--- src/rtl/apb_gpio_port.sv ---
// apb_gpio_port: APB-mapped GPIO port with output/enable registers,
// synchronised inputs, per-bit rise/fall edge events and a level IRQ.
//
// Build option: define GPIO_GLITCH_FILTER_EN to insert a per-bit glitch
// filter after the synchroniser. An input bit must then hold a new value for
// 4 consecutive cycles before it is accepted. Without the macro the
// synchroniser output is used directly and no filter logic is built.
//
// Register map (5-bit byte address, bits above WIDTH read 0):
//   0x00 IN       RO   filtered input
//   0x01 OUT      RW
//   0x02 OUT_SET  WO   OUT |= wdata, reads 0
//   0x03 OUT_CLR  WO   OUT &= ~wdata, reads 0
//   0x04 OE       RW   1 = drive
//   0x05 RISE_EN  RW
//   0x06 FALL_EN  RW
//   0x07 EVENT    R/W1C, a new edge wins over a simultaneous clear
//   0x08 IRQ_EN   RW
//   0x09..0x1F    read 0, writes ignored

module apb_gpio_port #(
  parameter int WIDTH       = 8,
  parameter int SYNC_STAGES = 2
) (
  input  logic             PCLK,
  input  logic             PRESET,
  input  logic             PSEL,
  input  logic [4:0]       PADDR,
  input  logic             PENABLE,
  input  logic             PWRITE,
  input  logic [7:0]       PWDATA,
  output logic [7:0]       PRDATA,
  output logic             PREADY,
  input  logic [WIDTH-1:0] GPIO_IN,
  output logic [WIDTH-1:0] GPIO_OUT,
  output logic [WIDTH-1:0] GPIO_OE,
  output logic             IRQ
);

  localparam logic [4:0] ADDR_IN      = 5'h00;
  localparam logic [4:0] ADDR_OUT     = 5'h01;
  localparam logic [4:0] ADDR_OUT_SET = 5'h02;
  localparam logic [4:0] ADDR_OUT_CLR = 5'h03;
  localparam logic [4:0] ADDR_OE      = 5'h04;
  localparam logic [4:0] ADDR_RISE_EN = 5'h05;
  localparam logic [4:0] ADDR_FALL_EN = 5'h06;
  localparam logic [4:0] ADDR_EVENT   = 5'h07;
  localparam logic [4:0] ADDR_IRQ_EN  = 5'h08;

`ifdef GPIO_GLITCH_FILTER_EN
  localparam int FILT_DELAY = 4;
`else
  localparam int FILT_DELAY = 0;
`endif

  // Cycles after reset release until "filtered" carries real pad data.
  localparam int         VALID_LAT = SYNC_STAGES + FILT_DELAY;
  localparam logic [3:0] VCNT_MAX  = 4'(VALID_LAT);

  logic [WIDTH-1:0] sync_q [SYNC_STAGES];
  logic [WIDTH-1:0] synced;
  logic [WIDTH-1:0] filtered;
  logic [WIDTH-1:0] prev_q;
  logic [3:0]       vcnt_q;
  logic             filtered_valid;
  logic             primed_q;

  logic [WIDTH-1:0] out_q;
  logic [WIDTH-1:0] oe_q;
  logic [WIDTH-1:0] rise_en_q;
  logic [WIDTH-1:0] fall_en_q;
  logic [WIDTH-1:0] event_q;
  logic [WIDTH-1:0] irq_en_q;

  logic             wr_en;
  logic [WIDTH-1:0] wdata;
  logic [WIDTH-1:0] evt_set;
  logic [WIDTH-1:0] evt_clr;
  logic [WIDTH-1:0] rd_val;
  logic             unused_pwdata;

  assign wr_en  = PSEL & PENABLE & PWRITE;
  assign wdata  = PWDATA[WIDTH-1:0];
  assign PREADY = 1'b1;

  // Upper write-data bits are meaningless when WIDTH < 8.
  assign unused_pwdata = ^PWDATA;

  // Metastability chain on the asynchronous pad inputs.
  always_ff @(posedge PCLK) begin
    if (PRESET) begin
      for (int s = 0; s < SYNC_STAGES; s++) sync_q[s] <= '0;
    end else begin
      sync_q[0] <= GPIO_IN;
      for (int s = 1; s < SYNC_STAGES; s++) sync_q[s] <= sync_q[s-1];
    end
  end

  assign synced = sync_q[SYNC_STAGES-1];

`ifdef GPIO_GLITCH_FILTER_EN
  logic [WIDTH-1:0] filt_q;
  logic [1:0]       filt_cnt_q [WIDTH];

  // Accept a new input level only after 4 consecutive disagreeing samples.
  always_ff @(posedge PCLK) begin
    if (PRESET) begin
      filt_q <= '0;
      for (int i = 0; i < WIDTH; i++) filt_cnt_q[i] <= 2'd0;
    end else begin
      for (int i = 0; i < WIDTH; i++) begin
        if (synced[i] == filt_q[i]) begin
          filt_cnt_q[i] <= 2'd0;
        end else if (filt_cnt_q[i] == 2'd3) begin
          filt_q[i]     <= synced[i];
          filt_cnt_q[i] <= 2'd0;
        end else begin
          filt_cnt_q[i] <= filt_cnt_q[i] + 2'd1;
        end
      end
    end
  end

  assign filtered = filt_q;
`else
  assign filtered = synced;
`endif

  // Counts reset-release cycles until the input pipeline has flushed.
  always_ff @(posedge PCLK) begin
    if (PRESET) begin
      vcnt_q <= 4'd0;
    end else if (!filtered_valid) begin
      vcnt_q <= vcnt_q + 4'd1;
    end
  end

  assign filtered_valid = (vcnt_q == VCNT_MAX);

  // primed rises one cycle after filtered becomes valid, so prev is also
  // valid before any edge is compared; pre-reset history never leaks through.
  always_ff @(posedge PCLK) begin
    if (PRESET) begin
      primed_q <= 1'b0;
    end else if (filtered_valid) begin
      primed_q <= 1'b1;
    end
  end

  // Previous filtered value for edge comparison.
  always_ff @(posedge PCLK) begin
    if (PRESET) begin
      prev_q <= '0;
    end else begin
      prev_q <= filtered;
    end
  end

  assign evt_set = primed_q ? ((filtered & ~prev_q & rise_en_q) |
                               (~filtered & prev_q & fall_en_q)) : '0;
  assign evt_clr = (wr_en && (PADDR == ADDR_EVENT)) ? wdata : '0;

  // Configuration and output register writes; reset wins over a write.
  always_ff @(posedge PCLK) begin
    if (PRESET) begin
      out_q     <= '0;
      oe_q      <= '0;
      rise_en_q <= '0;
      fall_en_q <= '0;
      irq_en_q  <= '0;
    end else if (wr_en) begin
      case (PADDR)
        ADDR_OUT:     out_q     <= wdata;
        ADDR_OUT_SET: out_q     <= out_q | wdata;
        ADDR_OUT_CLR: out_q     <= out_q & ~wdata;
        ADDR_OE:      oe_q      <= wdata;
        ADDR_RISE_EN: rise_en_q <= wdata;
        ADDR_FALL_EN: fall_en_q <= wdata;
        ADDR_IRQ_EN:  irq_en_q  <= wdata;
        default: ;
      endcase
    end
  end

  // Sticky edge events: clear first, then set, so a new edge survives a W1C.
  always_ff @(posedge PCLK) begin
    if (PRESET) begin
      event_q <= '0;
    end else begin
      event_q <= (event_q & ~evt_clr) | evt_set;
    end
  end

  // Combinational read mux, decoded from PADDR alone.
  always_comb begin
    rd_val = '0;
    case (PADDR)
      ADDR_IN:      rd_val = filtered;
      ADDR_OUT:     rd_val = out_q;
      ADDR_OE:      rd_val = oe_q;
      ADDR_RISE_EN: rd_val = rise_en_q;
      ADDR_FALL_EN: rd_val = fall_en_q;
      ADDR_EVENT:   rd_val = event_q;
      ADDR_IRQ_EN:  rd_val = irq_en_q;
      default:      rd_val = '0;
    endcase
    PRDATA = 8'h00;
    PRDATA[WIDTH-1:0] = rd_val;
  end

  assign GPIO_OUT = out_q;
  assign GPIO_OE  = oe_q;
  assign IRQ      = |(event_q & irq_en_q);

endmodule

--- config.mk ---
export PLATFORM = sky130hd
export DESIGN_NAME = apb_gpio_port
export DESIGN_NICKNAME = d
export VERILOG_FILES = /design/src/rtl/apb_gpio_port.sv
export SDC_FILE = /design/constraint.sdc
export NUM_CORES = 1
export LEC_CHECK = 0
export CAP_MARGIN = 15
export CORE_MARGIN = 3
export CORE_UTILIZATION = 24
export DETAILED_ROUTE_END_ITERATION = 6
export PLACE_DENSITY = 0.53
export REMOVE_ABC_BUFFERS = 1
export SLEW_MARGIN = 20
export SYNTH_ARGS = -nofsm -noshare
export SYNTH_HDL_FRONTEND = slang
export SYNTH_SLANG_ARGS = --single-unit
--- constraint.sdc ---
create_clock -name PCLK -period 2.07 [get_ports PCLK]
set_input_delay 0.3105 -clock PCLK [delete_from_list [all_inputs] [get_ports PCLK]]
set_output_delay 0.3105 -clock PCLK [all_outputs]
set_load 0.02 [all_outputs]
==> run summary <==
GRT overflow: 0
Chip height: 126 µm
Slowest-stage cell, CP: clkdlybuf4s50_1
Worst-Skew Late Latency: 330 ps
First-pass iteration count of the detailed router: 4
Post-synthesis cell type count: 40
Max Root-Sink Buffers: 2
Status: finished, final reports clean
Fmax: 499 MHz
Placement Rows: 43
Routability congestion estimate: 0.750
Die area: 15900 µm²
Hold Buf Count CTS: 0
Worst reg2reg setup slack: 640 ps
Yosys top cell area share: 44.6%
Critical Path Fanout Max: 3
Synth area leader: dfxtp_1
Antenna Cells: 0
Setup-failing EPs final: 0
Antenna violations before repair: 0
Warnings, synthesis: 0
Crit Path Class: reg2out
Final Power: 3.50 mW
Hpwl dp: 7000 µm
Layout Skew: 5.71 ps
Via count: 3017
Largest net degree at the start of global routing: 49
CTS tree: yes
Netlist Area Pre-Place: 3460 µm²
Clock group share of total power: 43.5%
P_int: 2.68 mW
Core ar.: 14000 µm²
Initial Util: 24.7%
Number of flops mapped to enable cells by yosys: 0
NetSw: 817 µW
CTS buffer count: 9
CP cell instances: a22oi_1 > nand4_1 > clkdlybuf4s50_1
First-pass GRT wire length: 17000 µm
Share of cells above drive strength 1: 19.6%
Drt via density: 4.83
Nets: 470
Most frequent cell after synthesis: dfxtp_1
CP max stage delay: 580 ps
CP Buf/Inv Count: 1
Root Buffer: clkbuf_16
Commonest register cell after synthesis: dfxtp_1
Post-Synthesis Cells: 364
CTS Sinks: 77
Critical path arrival: 1690 ps
DRT Wirelength: 10800 µm
Setup WS post-layout: 65.9 ps
Post-synthesis sequential area ratio: 44.6%
Max Slew Vio Count: 0
Vias in the first global route: 3048
Routed Antenna Nets: 0
I/O pins: 52
Commonest cells in the netlist: dfxtp_1, nand2_1, mux2i_1, nor2b_1
Fill count: 1440
Comb power frac: 11.7%
Switching part of the total: 23.3%
Sequential share of power: 44.8%
Top area cells in the synthesized netlist: dfxtp_1, mux2i_1, nand2_1
Crit. End Element: output port
Initial drt markers: 265
Die W: 126 µm
Peak supply drop: 0.520 mV
Total track usage: 13.7%
Avg Cell Area, Syn: 9.50 µm²
Family with the most delay on the worst path: buffers and inverters
Startpoint types: flip-flop
H-tree Lvls: 3
DRC: 0
Wire length per cell: 17.2 µm
Worst hold path type: in2reg
Post-synth ARST share: 0%
PortBufs: 50
Tcrit/Tclk final: 96.8%
DP Worst Slack: -649 ps
Worst slew margin: 65.7%
Final Hold Viols: 0
Slew @ Worst Pin: 513 ps
WP data required: 1760 ps
FF+latch count, synth: 77
Reg clk slew, reported paths: 60 ps
P_leak: 2.05 nW
Minimum clock period after layout: 2000 ps
MaxCap Viol Count: 0
RSZ-0062 raised after global routing: no
PD cells: 720 nW/µm²
Layout area overhead: 40.5%
==> what timing repair did <==
item,CTS,global route
buffers inserted,7,0
endpoints found under the setup margin,8,2
cloned,3,0
gates resized for setup,58,4
pin swaps,3,0
==> cell type report <==
class                      count  area [µm²]  area share (%)
multi-input combinational    241        1780            36.6
sequential                    77        1540            31.7
timing repair buffer          95         965            19.8
clock buffer                  12         246            5.07
tap                          180         225            4.63
inverter                      18        67.6            1.39
clock inverter                 2        35.0           0.721
==> metrics by stage <==
stage	utilization (%)	instance area (µm²)	cells	hold slack [ps]	setup TNS, ps
after floorplan	-	3330	336	380	-10060
after global placement	31.4	4400	601	419	-7020
after detailed placement	31.4	4400	601	425	-7030
after CTS	34.6	4850	625	239	0
after global routing	34.7	4860	625	250	0
final	34.7	4860	625	248	0
==> layer usage <==
| layer | global-route usage [%] | part of all wire [%] |
|---|---|---|
| met5 | 0 | 0 |
| met4 | 3.97 | 1.1 |
| met3 | 3.77 | 8.9 |
| met2 | 22.8 | 46 |
| met1 | 17.4 | 44 |
==> cell usage in the layout (no fill, tap or decap), types with 9 or more instances in the layout <==
cell type / netlist / final
mux2i_1: 39 / 39
dfxtp_1: 77 / 77
nand2_1: 56 / 56
nor2b_1: 25 / 25
clkbuf_16: 0 / 9
inv_1: 18 / 18
buf_4: 1 / 36
nand4_1: 18 / 18
clkdlybuf4s50_1: 0 / 36
nand3b_1: 9 / 9
==> power groups by stage <==
stage                     clock (mW)  combinational [mW]  sequential [mW]
after floorplan                    0               0.170             1.59
after global placement             0               0.360             1.60
after detailed placement           0               0.379             1.60
after CTS                       1.58               0.412             1.57
after global routing            1.64               0.444             1.57
final                           1.52               0.411             1.57
==> flip-flops by register name (all words and copies together), names as in the netlist, 8 cells and up <==
name,cells
sync_q,16
GPIO_OE,8
GPIO_OUT,8
event_q,8
fall_en_q,8
irq_en_q,8
prev_q,8
rise_en_q,8
==> worst paths after layout <==
path / start / endpoint / cells past startpoint
max: event_q[1] / IRQ / 3
min: PRESET / vcnt_q[2] / 2
max reg2reg: vcnt_q[0] / vcnt_q[1] / 5
min reg2reg: sync_q[0][7] / sync_q[0][15] / 1
==> kinds of logic (layout without fill, tap and decap cells) <==
group | count (synthesis) | count (layout) | share of synthesized area (%)
mux | 47 | 47 | 16.2
buf+inv | 46 | 127 | 5.61
compound gates | 39 | 39 | 8.90
other cells | 1 | 1 | 0.108
simple gates | 149 | 149 | 23.2
flops | 77 | 77 | 44.6
fa+ha+maj | 2 | 2 | 0.723
xor+xnor | 3 | 3 | 0.760
Note: power is estimated with default switching activity, not from simulation.
